===== config.mk =====
export PLATFORM = sky130hd
export DESIGN_NAME = oldland_exception_ctrl
export DESIGN_NICKNAME = d
export VERILOG_FILES = /design/src/rtl/oldland_exception_ctrl.sv
export SDC_FILE = /design/constraint.sdc
export NUM_CORES = 1
export LEC_CHECK = 0
export ABC_AREA = 1
export CORE_AREA = 2 2 110 112
export DETAILED_ROUTE_END_ITERATION = 7
export DIE_AREA = 0 0 112 114
export MAX_ROUTING_LAYER = met4
export PLACE_DENSITY = 0.85
export SYNTH_ARGS = -nofsm -noshare
export SYNTH_HDL_FRONTEND = slang
export SYNTH_SLANG_ARGS = --single-unit

===== constraint.sdc =====
create_clock -name clk -period 3 [get_ports clk]
set_input_delay 0.3 -clock clk [delete_from_list [all_inputs] [get_ports clk]]
set_output_delay 0.3 -clock clk [all_outputs]
set_load 0.1 [all_outputs]

===== src/rtl/oldland_exception_ctrl.sv =====
// Oldland exception/IRQ entry sequencer. It synchronises and masks IRQs, prioritises causes,
// drains memory, strobes execute-stage entry, then redirects. Optional macro: OLDLAND_IRQ_LATCH_EN.

module oldland_exception_ctrl #(
  parameter int NUM_IRQS = 8
) (
  input  logic                clk,
  input  logic                rst,
  input  logic [NUM_IRQS-1:0] irq_in,
  input  logic                irq_mask_wr_en,
  input  logic [NUM_IRQS-1:0] irq_mask_wr_val,
`ifdef OLDLAND_IRQ_LATCH_EN
  input  logic                irq_clr_en,
  input  logic [NUM_IRQS-1:0] irq_clr_val,
`endif
  output logic [NUM_IRQS-1:0] irq_mask,
  output logic [NUM_IRQS-1:0] irq_status,
  input  logic                irqs_enabled,
  input  logic                data_abort,
  input  logic                illegal_instr,
  input  logic                exec_i_valid,
  input  logic [31:0]         exec_pc_plus_4,
  input  logic                mem_busy,
  input  logic [25:0]         vector_base,
  output logic                stall,
  output logic                flush,
  output logic                exception_start,
  output logic                irq_start,
  output logic                exception_disable_irqs,
  output logic [31:0]         irq_fault_address,
  output logic                vector_valid,
  output logic [31:0]         vector_addr
);

  typedef enum logic [1:0] {
    ST_IDLE   = 2'd0,
    ST_DRAIN  = 2'd1,
    ST_ENTER  = 2'd2,
    ST_VECTOR = 2'd3
  } state_t;

  typedef enum logic [1:0] {
    CAUSE_NONE = 2'd0,
    CAUSE_DABT = 2'd1,
    CAUSE_ILL  = 2'd2,
    CAUSE_IRQ  = 2'd3
  } cause_t;

  function automatic logic [31:0] vector_offset(input cause_t c);
    case (c)
      CAUSE_DABT: vector_offset = 32'h0000_0014;
      CAUSE_ILL:  vector_offset = 32'h0000_0004;
      CAUSE_IRQ:  vector_offset = 32'h0000_000C;
      default:    vector_offset = 32'h0000_0000;
    endcase
  endfunction

  logic [NUM_IRQS-1:0] irq_sync1_r;
  logic [NUM_IRQS-1:0] irq_sync2_r;
  logic [NUM_IRQS-1:0] mask_next;
  logic [NUM_IRQS-1:0] irq_src;
  logic                irq_pending;
  state_t              state_r;
  cause_t              cause_r;
  cause_t              idle_cause;
  cause_t              drain_cause;
  logic [31:0]         fault_r;
  logic [31:0]         idle_fault;

  // A mask write is folded in before registering so it shows on irq_status next cycle.
  always_comb begin
    if (irq_mask_wr_en) begin
      mask_next = irq_mask_wr_val;
    end else begin
      mask_next = irq_mask;
    end
  end

`ifdef OLDLAND_IRQ_LATCH_EN
  logic [NUM_IRQS-1:0] irq_prev_r;
  logic [NUM_IRQS-1:0] irq_pend_r;
  logic [NUM_IRQS-1:0] irq_clr;

  // Sticky pending bits: a rising synchronised edge sets, write-1 clears, set beats clear.
  always_comb begin
    if (irq_clr_en) begin
      irq_clr = irq_clr_val;
    end else begin
      irq_clr = '0;
    end
    irq_src = (irq_pend_r & ~irq_clr) | (irq_sync2_r & ~irq_prev_r);
  end

  // Edge-history and pending registers for the latched IRQ mode.
  always_ff @(posedge clk) begin
    if (rst) begin
      irq_prev_r <= '0;
      irq_pend_r <= '0;
    end else begin
      irq_prev_r <= irq_sync2_r;
      irq_pend_r <= irq_src;
    end
  end
`else
  // Level-sensitive IRQ lines go straight to the masking stage.
  always_comb begin
    irq_src = irq_sync2_r;
  end
`endif

  // Two-flop synchroniser, mask register and registered masked status.
  always_ff @(posedge clk) begin
    if (rst) begin
      irq_sync1_r <= '0;
      irq_sync2_r <= '0;
      irq_mask    <= '1;
      irq_status  <= '0;
    end else begin
      irq_sync1_r <= irq_in;
      irq_sync2_r <= irq_sync1_r;
      irq_mask    <= mask_next;
      irq_status  <= irq_src & ~mask_next;
    end
  end

  assign irq_pending = |irq_status;

  // Cause selection: data abort beats illegal instruction beats IRQ; only abort upgrades in DRAIN.
  always_comb begin
    if (data_abort) begin
      idle_cause = CAUSE_DABT;
    end else if (illegal_instr && exec_i_valid) begin
      idle_cause = CAUSE_ILL;
    end else if (irq_pending && irqs_enabled && exec_i_valid) begin
      idle_cause = CAUSE_IRQ;
    end else begin
      idle_cause = CAUSE_NONE;
    end
    if (data_abort) begin
      drain_cause = CAUSE_DABT;
    end else begin
      drain_cause = cause_r;
    end
    // An interrupted instruction has not executed, so its own PC is the return address.
    if (idle_cause == CAUSE_IRQ) begin
      idle_fault = exec_pc_plus_4 - 32'd4;
    end else begin
      idle_fault = exec_pc_plus_4;
    end
  end

  // Entry sequencer with registered stall/flush/strobe/redirect outputs.
  always_ff @(posedge clk) begin
    if (rst) begin
      state_r                <= ST_IDLE;
      cause_r                <= CAUSE_NONE;
      fault_r                <= 32'd0;
      stall                  <= 1'b0;
      flush                  <= 1'b0;
      exception_start        <= 1'b0;
      irq_start              <= 1'b0;
      exception_disable_irqs <= 1'b0;
      irq_fault_address      <= 32'd0;
      vector_valid           <= 1'b0;
      vector_addr            <= 32'd0;
    end else begin
      flush                  <= 1'b0;
      exception_start        <= 1'b0;
      irq_start              <= 1'b0;
      exception_disable_irqs <= 1'b0;
      vector_valid           <= 1'b0;
      case (state_r)
        ST_IDLE: begin
          if (idle_cause != CAUSE_NONE) begin
            state_r <= ST_DRAIN;
            cause_r <= idle_cause;
            fault_r <= idle_fault;
            stall   <= 1'b1;
            flush   <= 1'b1;
          end else begin
            stall   <= 1'b0;
          end
        end
        ST_DRAIN: begin
          cause_r <= drain_cause;
          stall   <= 1'b1;
          if (!mem_busy) begin
            state_r                <= ST_ENTER;
            exception_disable_irqs <= 1'b1;
            irq_fault_address      <= fault_r;
            if (drain_cause == CAUSE_IRQ) begin
              irq_start       <= 1'b1;
            end else begin
              exception_start <= 1'b1;
            end
          end
        end
        ST_ENTER: begin
          state_r      <= ST_VECTOR;
          stall        <= 1'b0;
          vector_valid <= 1'b1;
          vector_addr  <= {vector_base, 6'b00_0000} | vector_offset(cause_r);
        end
        ST_VECTOR: begin
          state_r <= ST_IDLE;
          stall   <= 1'b0;
        end
        default: begin
          state_r <= ST_IDLE;
          stall   <= 1'b0;
        end
      endcase
    end
  end

endmodule


==> results.md <==
* Outcome: complete, no violations
* FF/Latch Area at 0.00270 mm2
* CTS tree: built
* Synth Cell Area at 0.00593 mm2
* IO buf count at roughly 160
* Hold Slack at roughly 0.40 ns
* Die Y at between 100 and 150 um
* Clock Tree Buf Depth at 2
* First-pass GRT wire length at 25.8 mm
* TritonCTS Sinks at 135
* Switch share at 47.6%
* Largest net degree at the start of global routing at 67
* Pre-antenna DRT Iters at 5
* Finish-stage setup viols at 0
* Compound-cell area share of the yosys netlist at 9.37%
* Post-synth top cells: nor2_1 (223), nand2_1 (185), dfxtp_1 (135)
* Hold Crit Start: irq_sync1_r[1]
* Syn Area/Cell at roughly 6.9 um2
* Clock power share at 24.9%
* Yosys warnings at 0
* Max IR drop VDD at 0.896 mV
* Site Rows at 40
* Vias per cell at 5.00
* Top post-synthesis cells by area: dfxtp_1 (46%), nor2_1 (14%), nand2_1 (12%)
* Buffer count from post-CTS setup fixing at 0
* Required @ worst endpoint at 2.70 ns
* Psw at 4010 uW
* FILL cells at approximately 1000
* Post-synthesis mux area share at 0%
* Final min period at about 2.2 ns
* Core area at approximately 0.012 mm2
* Main combinational cell family by area after synthesis: simple AND/OR/NAND/NOR gates
* CP Launch Type: register
* Die ar. at 0.0128 mm2
* Register bit total from synthesis at 135
* Net count, final at 1106
* Gr ovfl total at 0
* Final ANT Viol Nets at 0
* Async SR Flop Fraction at 0%
* Worst r2r src: state_r[1]
* CP endpoint kind: primary output
* Combinational power share at between 40% and 50%
* Max transition margin at 34.2%
* CTS Buf Count at 17
* Kind of critical path: register to primary output
* Skew-Pair Late Insertion Delay at 0.42 ns
* RePlAce Congestion at 0.988
* Cts repair resizes at 0
* Post-synthesis simple-gate area fraction at 33.3%
* Final TNS setup at 0 ns
* Leak pwr at 0.00379 uW
* DRT iter0 DRCs at 544
* Drt wl/cell at 13.5 um
* Hold WC Path Type: register to register
* Sequential share of the synthesized area at 45.6%
* Internal power at 4410 uW
* Top_reg_cell synth: dfxtp_1
* Hold Violations, Final at 0
* DIE WIDTH at 112 um
* RSZ-0062 raised after global routing: no
* Seq pwr share at 29.7%
* IO Count at 168
* DRC at 0
* Max stage delay on crit path at 1.14 ns
* Peak Freq at 453 MHz
* HPWL Detailed at 11.3 mm
* H-tree depth at 4
* Post-synth cell types at 28
* Ant. Diodes at 0
* Synth Area in Adders at 1.06%
* Vias at 5890
* Leading area contributor after synthesis: dfxtp_1
* Post-synth EDFFs at 0
* Root buffer cell: clkbuf_16
* Final Cycle Share at 73.6%
* Number of global-route vias before repair at around 5400
* Layout Skew at 0.00916 ns
* Initial antenna violation count at 0
* Worst Path Max Fanout at 2
* Layout cells sized above 1 at 10.9%
* Worst Path Buf+Inv at 1
* XOR/XNOR share of the synthesized area at just over 2%
* Crit path cell chain: clkdlybuf4s50_1
* Largest delay contributor family on the critical path: buffers and inverters
* Mapped Cells at between 800 and 900
* Global Route Usage Sum at roughly 26%
* Max-cap violations at 0
* Slew Viols, Final at 0
* Multi-input gate area at 0.00273 mm2
* Pwr dens at 1040 mW/mm2
* Critical Path Slowest Stage Cell: clkdlybuf4s50_1
* Share of the synthesized area in the top cell type at a little under half
* Clk slew on worst S/H paths at ~0.06 ns
* Hold Buf Count CTS at 0
* Initial Utilization at about half
* WL final at 15.9 mm
* Critical path origin: irq_status[4]
* Worst Path Arrival at 1.91 ns
* Worst-Margin Slew at 0.985 ns
* Area growth syn-to-layout at 36.9%
* Count leader, synth: nor2_1
[routing by layer]
metal	track usage [%]	wire length, um
met2	42.1	7510
met4	7.07	187
met3	4.62	1090
met5	-	0
met1	33.0	7090
[per-stage QoR]
step           std cells  util [%]  setup slack [ns]  power [uW]  cell area, um2
3_5_place_dp        1147      64.2             0.891        6330            7520
5_1_grt             1179      69.3             0.758        8800            8120
4_1_cts             1179      69.3             0.774        8450            8120
2_1_floorplan        867         -              1.04        5470            5940
6_report            1179      69.3             0.793        8420            8120
3_3_place_gp        1147      64.2             0.924        6280            7520
[path summary, 6_finish.rpt]
path / endpoint / slack (ns) / cells past startpoint
max: irq_status[4] / 0.79 / 1
min reg2reg: irq_src[1] / 0.40 / 2
min: irq_src[1] / 0.40 / 2
max reg2reg: irq_fault_address[7] / 1.13 / 8
[cell type report]
type / instances / area share (%)
repair buffers: 171 / 19.6
well taps: 147 / 2.27
flip-flops and latches: 135 / 33.3
inverters: 82 / 3.85
multi-input cells: 612 / 33.6
clock inverters: 14 / 1.97
clock buffers: 18 / 5.41
[cell usage in the layout (no fill, tap or decap), types with 3 or more instances in the layout]
cell / n
a21oi_1: 35
buf_4: 53
clkbuf_16: 17
clkdlybuf4s50_1: 117
clkinv_4: 3
conb_1: 3
dfxtp_1: 135
ha_1: 5
inv_1: 77
inv_2: 3
inv_6: 7
nand2_1: 185
nand2_2: 5
nand3_1: 36
nand4_1: 9
nor2_1: 223
nor2_2: 9
nor2_4: 3
nor3_1: 3
o21ai_0: 69
o21ai_1: 7
xnor2_1: 12
[sequential cells by signal (all words and copies together), names as in the netlist, 2 cells and up]
| signal | flops |
|---|---|
| irq_mask | 8 |
| cause_r | 2 |
| irq_fault_address | 32 |
| state_r | 2 |
| irq_status | 8 |
| vector_addr | 29 |
| fault_r | 32 |
| irq_src | 8 |
| irq_sync1_r | 8 |
[cells by family after synthesis]
kind of cell,count (synthesis)
AOI/OAI and AO/OA,111
xor gates and xnor gates,14
other,1
buffers and inverters,120
DFF,135
and+or+nand+nor,479
adders and majority gates,5
[power by group through the flow]
stage | Clock, uW | Combinational, uW | Sequential, uW
4_1_cts | 2120 | 3840 | 2500
2_1_floorplan | 0 | 1050 | 4410
6_report | 2100 | 3820 | 2500
3_5_place_dp | 0 | 3800 | 2530
5_1_grt | 2200 | 4050 | 2550
3_3_place_gp | 0 | 3760 | 2520
Power figures use the tool's default switching activity.
